==> config.mk <==
export PLATFORM = sky130hd
export DESIGN_NAME = hive_mem_dma
export DESIGN_NICKNAME = d
export VERILOG_FILES = /design/src/rtl/hive_mem_dma_pkg.sv /design/src/rtl/hive_mem_dma.sv
export SDC_FILE = /design/constraint.sdc
export NUM_CORES = 1
export LEC_CHECK = 0
export CORE_MARGIN = 1.5
export CORE_UTILIZATION = 30
export DETAILED_ROUTE_END_ITERATION = 16
export DONT_BUFFER_PORTS = 1
export MAX_ROUTING_LAYER = met4
export PLACE_DENSITY = 0.48
export SKIP_LAST_GASP = 1
export SYNTH_ARGS = -nofsm -noshare
export SYNTH_HDL_FRONTEND = slang
export SYNTH_SLANG_ARGS = --single-unit
==> constraint.sdc <==
create_clock -name clk_i -period 9.7 [get_ports clk_i]
set_input_delay 2.425 -clock clk_i [delete_from_list [all_inputs] [get_ports clk_i]]
set_output_delay 2.425 -clock clk_i [all_outputs]
set_load 0.03 [all_outputs]
==> src/rtl/hive_mem_dma_pkg.sv <==
// Shared types for the hive main-memory DMA: data width and memory control word.
package hive_mem_dma_pkg;

    localparam int unsigned ALU_W = 32;

    typedef struct packed {
        logic wr;
        logic lit;
        logic sgn;
        logic hlf;
        logic byt;
    } mem_ctl_t;

endpackage

==> src/rtl/hive_mem_dma.sv <==
// Word DMA between the hive main-memory port and a valid/ready stream pair.
// Reads are credit-limited against a small return FIFO so the 4-cycle memory latency never overflows it.
module hive_mem_dma
    import hive_mem_dma_pkg::*;
#(
    parameter int unsigned MEM_ADDR_W = 13,
    parameter int unsigned LEN_W      = 12,
    parameter int unsigned FIFO_D     = 8
) (
    input  logic                  clk_i,
    input  logic                  rst_i,
    input  logic                  start_i,
    input  logic                  dir_i,
    input  logic [MEM_ADDR_W-1:0] addr_i,
    input  logic [LEN_W-1:0]      len_i,
    output logic                  busy_o,
    output logic                  done_o,
    input  logic                  slot_i,
    output logic                  mem_sel_o,
    output mem_ctl_t              mem_ctl_o,
    output logic [MEM_ADDR_W-1:0] mem_b_o,
    output logic [ALU_W-1:0]      mem_a_o,
    input  logic [ALU_W-1:0]      mem_4_i,
    output logic [ALU_W-1:0]      rd_data_o,
    output logic                  rd_vld_o,
    input  logic                  rd_rdy_i,
    input  logic [ALU_W-1:0]      wr_data_i,
    input  logic                  wr_vld_i,
    output logic                  wr_rdy_o
);

    localparam int unsigned PTR_W = $clog2(FIFO_D);
    localparam int unsigned CNT_W = PTR_W + 2;

    localparam logic [2:0] S_IDLE  = 3'd0;
    localparam logic [2:0] S_RD    = 3'd1;
    localparam logic [2:0] S_WR    = 3'd2;
    localparam logic [2:0] S_DRAIN = 3'd3;
    localparam logic [2:0] S_DONE  = 3'd4;

    logic [2:0]            state, state_nxt;
    logic [MEM_ADDR_W-1:0] addr;
    logic [LEN_W-1:0]      rem;
    logic [3:0]            vld_sr;
    logic [CNT_W-1:0]      fifo_cnt;
    logic [PTR_W-1:0]      wr_ptr, rd_ptr;
    logic [ALU_W-1:0]      fifo_mem [FIFO_D];

    logic                  issue, issue_rd, push, pop;
    logic [CNT_W-1:0]      credit;

    // Returns land in cycle issue+4, i.e. when the tracking bit reaches the top.
    assign push     = vld_sr[3];
    assign rd_vld_o = (fifo_cnt != '0);
    assign rd_data_o = rd_vld_o ? fifo_mem[rd_ptr] : '0;
    assign pop      = rd_vld_o & rd_rdy_i;
    assign credit   = fifo_cnt + CNT_W'(vld_sr[0]) + CNT_W'(vld_sr[1])
                    + CNT_W'(vld_sr[2]) + CNT_W'(vld_sr[3]);
    assign busy_o   = (state == S_RD) || (state == S_WR) || (state == S_DRAIN);
    assign done_o   = (state == S_DONE);

    always_comb begin
        state_nxt = state;
        issue     = 1'b0;
        issue_rd  = 1'b0;
        wr_rdy_o  = 1'b0;
        mem_ctl_o = '0;
        mem_a_o   = '0;
        case (state)
            S_IDLE: begin
                if (start_i) begin
                    if (len_i == '0) state_nxt = S_DONE;
                    else             state_nxt = dir_i ? S_WR : S_RD;
                end
            end
            S_RD: begin
                if (slot_i && (rem != '0) && (credit < CNT_W'(FIFO_D))) begin
                    issue    = 1'b1;
                    issue_rd = 1'b1;
                    if (rem == LEN_W'(1)) state_nxt = S_DRAIN;
                end
            end
            S_WR: begin
                wr_rdy_o = slot_i && (rem != '0);
                if (wr_rdy_o && wr_vld_i) begin
                    issue        = 1'b1;
                    mem_ctl_o.wr = 1'b1;
                    mem_a_o      = wr_data_i;
                    if (rem == LEN_W'(1)) state_nxt = S_DONE;
                end
            end
            S_DRAIN: begin
                // Leave as the last word pops so done_o trails the final pop by one cycle.
                if ((vld_sr == '0) && ((fifo_cnt == '0) || ((fifo_cnt == CNT_W'(1)) && pop)))
                    state_nxt = S_DONE;
            end
            S_DONE:  state_nxt = S_IDLE;
            default: state_nxt = S_IDLE;
        endcase
        mem_sel_o = issue;
        mem_b_o   = issue ? addr : '0;
    end

    always_ff @(posedge clk_i or posedge rst_i) begin
        if (rst_i) begin
            state    <= S_IDLE;
            addr     <= '0;
            rem      <= '0;
            vld_sr   <= '0;
            fifo_cnt <= '0;
            wr_ptr   <= '0;
            rd_ptr   <= '0;
        end else begin
            state  <= state_nxt;
            vld_sr <= {vld_sr[2:0], issue_rd};
            if ((state == S_IDLE) && start_i) begin
                addr <= addr_i & ~MEM_ADDR_W'(3);
                rem  <= len_i;
            end else if (issue) begin
                addr <= addr + MEM_ADDR_W'(4);
                rem  <= rem - LEN_W'(1);
            end
            if (push) wr_ptr <= wr_ptr + PTR_W'(1);
            if (pop)  rd_ptr <= rd_ptr + PTR_W'(1);
            fifo_cnt <= fifo_cnt + CNT_W'(push) - CNT_W'(pop);
        end
    end

    // Payload storage needs no reset; occupancy gates everything read from it.
    always_ff @(posedge clk_i) begin
        if (push) fifo_mem[wr_ptr] <= mem_4_i;
    end

endmodule

==> summary.md <==
| Metric | Value |
|---|---|
| Run status | finished, final reports clean |
| Setup TNS after final layout | 0 ns |
| Multi-input logic area | 3770 sq um |
| CTS Hold Bufs | 0 |
| Area grow syn2layout | 14.2% |
| WHS | 0.411 ns |
| Commonest non-fill, non-tap cell in the layout | edfxtp_1 |
| Crit. Startpoint | slot_i |
| Root buf cell | clkbuf_16 |
| Asr flop ratio synth | 13.8% |
| Routability Congestion | 0.752 |
| Vias after detailed routing | 6605 |
| Period Utilization, post-route | 66.5% |
| Die area | 43600 sq um |
| Clock Pin Slew Worst Setup and Hold Paths | 0.06 ns |
| Pre-antenna DRT Iters | 4 |
| Avg Inst Size Synth | 16.6 sq um |
| Detailed Place HPWL | 16400 microns |
| Dpl ws | 3.31 ns |
| Cell Rows | 75 |
| Die Y | 209 microns |
| Fin. max-slew vios | 0 |
| Pin count of the biggest net entering global routing | 45 |
| Vias per cell | 4.92 |
| Static Leak | 5.00 nW |
| Pwr/cell area | 297 nW/um^2 |
| Synth cell types | 55 |
| DRC Markers | 0 |
| Proportion of layout cells with a drive suffix above 1 | 19.7% |
| Synth Instances | 768 |
| Rel. slew slack | 29.6% |
| Synth warnings | 0 |
| RSZ-0062 raised after global routing | false |
| Peak VDD IR | 109 uV |
| FF+latch area | 8720 sq um |
| Seq cells post-synth | 297 |
| WP data required | 7.28 ns |
| Clock Sinks | 297 |
| Final wirelength | 28400 microns |
| Clock Skew | 0.0129 ns |
| Final #Nets | 890 |
| Starting Density | 30.4% |
| Worst setup EP type | output port |
| Post-CTS setup buffer count | 0 |
| Initial antenna violation count | 0 |
| F_max | 155 MHz |
| Worst Setup Start Kind | input port |
| Fin area | 14500 sq um |
| Htree depth | 2 |
| Vias in the first global route | 6740 |
| Fillers | 4012 |
| Core Area | 41900 sq um |
| Clock Path Buffers | 3 |
| # IOs | 183 |
| Final core utilization | 34.7% |
| Worst Hold Class | reg -> reg |
| Avg WL per Cell | 21.1 microns |
| Post-placement cell count | 1279 |
| Diode count | 0 |
| Routed Antenna Nets | 0 |
| GRT Util Overall | 13.6% |
| EDFF count, synth | 256 |
| Cell Area, Synth | 12700 sq um |
| Commonest register cell after synthesis | edfxtp_1 |
| Total Power | 4.31 mW |
| Hold path start | vld_sr[2] |
| CTS buffer count | 35 |
| Non-filler cells, final | 1343 |
| Post-Place Cell Area | 13400 sq um |
| Arr. time, crit path | 4.02 ns |
| Clk Latency, worst-skew pair | 0.54 ns |
| Post-CTS sizing | 0 |
| Worst slew pin tran | 1.06 ns |
| Seq/Total Area, Yosys | 68.5% |
| Hold Fails Final Rpt | 0 |
| CP Max Fanout | 33 |
| Post-layout min period | 6.45 ns |
| Worst r2r src | fifo_cnt[3] |
| Global-route wire length before repair | 43000 microns |
| Initial DRC Count | 417 |
| # port buffers | 0 |
| Maxcap violations | 0 |
| CTS tree | built |
| Die width | 209 microns |
| Commonest cells after routing, fill and taps aside | 256 x edfxtp_1, 64 x mux4_2, 56 x nor2_1 |
| Post-route setup slack | 3.25 ns |
| Endpoints failing setup | 0 |
| Worst setup path class | in -> out |
| Remaining global-route overflow | 0 |
[cells in the mapped netlist, types with 2 or more instances]
cell      number  area [sq um]
buf_2          3          15.0
or3_1          4          25.0
edfxtp_1     256          7690
o21ai_0        4          20.0
or4_1          3          22.5
ha_1          15           188
a32oi_1        2          17.5
buf_1         10          37.5
nor3_1        19          95.1
a21oi_1       10          50.1
mux4_2        64          1440
o31ai_1        3          22.5
nor2_1        62           233
mux2i_1       41           410
nand4_4        2          42.5
a211oi_1       2          15.0
o32ai_1        3          26.3
nand4_1        2          12.5
a211o_1        2          17.5
buf_4          7          52.6
xnor2_1        6          52.6
and2_1        15          93.8
nand2_1       27           101
and3_1        43           269
inv_1         21          78.8
nor4_1         3          18.8
fa_1           2          40.0
mux2_2         2          22.5
nor3b_1        4          30.0
nand2b_1      11          68.8
o21a_1         2          15.0
xor2_1         4          35.0
clkbuf_1      27           101
o31a_1         6          52.6
a31oi_1        4          25.0
dfrtp_1       41          1030
nand3_1       18          90.1
[metal layers]
metal	up-vias	share of wire (%)	global-route usage, %
met5	-	0	-
met4	0	1.9	4.70
met3	36	6.3	3.88
met2	139	46	19.9
met1	3426	46	18.1
li1	3004	-	-
[layout make-up]
| type | count | share of cell area, % |
|---|---|---|
| clock inverter | 22 | 1.62 |
| inverter | 22 | 0.569 |
| clock buffer | 42 | 6.36 |
| multi-input combinational | 406 | 26.0 |
| tap | 539 | 4.64 |
| sequential | 297 | 60.0 |
| timing repair buffer | 15 | 0.775 |
[power by group]
part	internal, mW	switching, mW
logic	0.503	0.803
registers	1.51	0.182
clock network	0.793	0.527
total	2.80	1.51
[logic make-up (layout without fill, tap and decap cells)]
kind of cell,count (synthesis),count (layout),share of synthesized area (%)
adder cells (fa/ha/maj),17,17,1.79
buffers and inverters,70,101,2.36
AND/OR/NAND/NOR,218,218,9.03
flip-flops,297,297,68.5
multiplexers,107,107,14.7
other,1,6,0.0295
XOR/XNOR,10,10,0.689
AO/OA/AOI/OAI,48,48,2.81
[sequential cells by signal, summed over array words and instances, names as in the netlist]
| register | flops |
|---|---|
| addr | 11 |
| wr_ptr | 3 |
| fifo_mem | 256 |
| state | 3 |
| fifo_cnt | 5 |
| rd_ptr | 3 |
| vld_sr | 4 |
| rem | 12 |
[worst paths after layout]
check	endpoint	slack [ns]	depth (start not counted)
max	mem_a_o[19]	3.25	3
min	vld_sr[3]	0.41	0
max reg2reg	fifo_cnt[4]	6.07	13
min reg2reg	vld_sr[3]	0.41	0
max in group asynchronous	rd_ptr[0]	7.34	2
min in group asynchronous	rem[11]	1.91	2
[worst max-delay path, stage by stage]
cell    delay [ns]
and3_1        0.22
and3_1        0.89
and3_1        0.48
No activity file was read; power rests on OpenSTA's default activity.
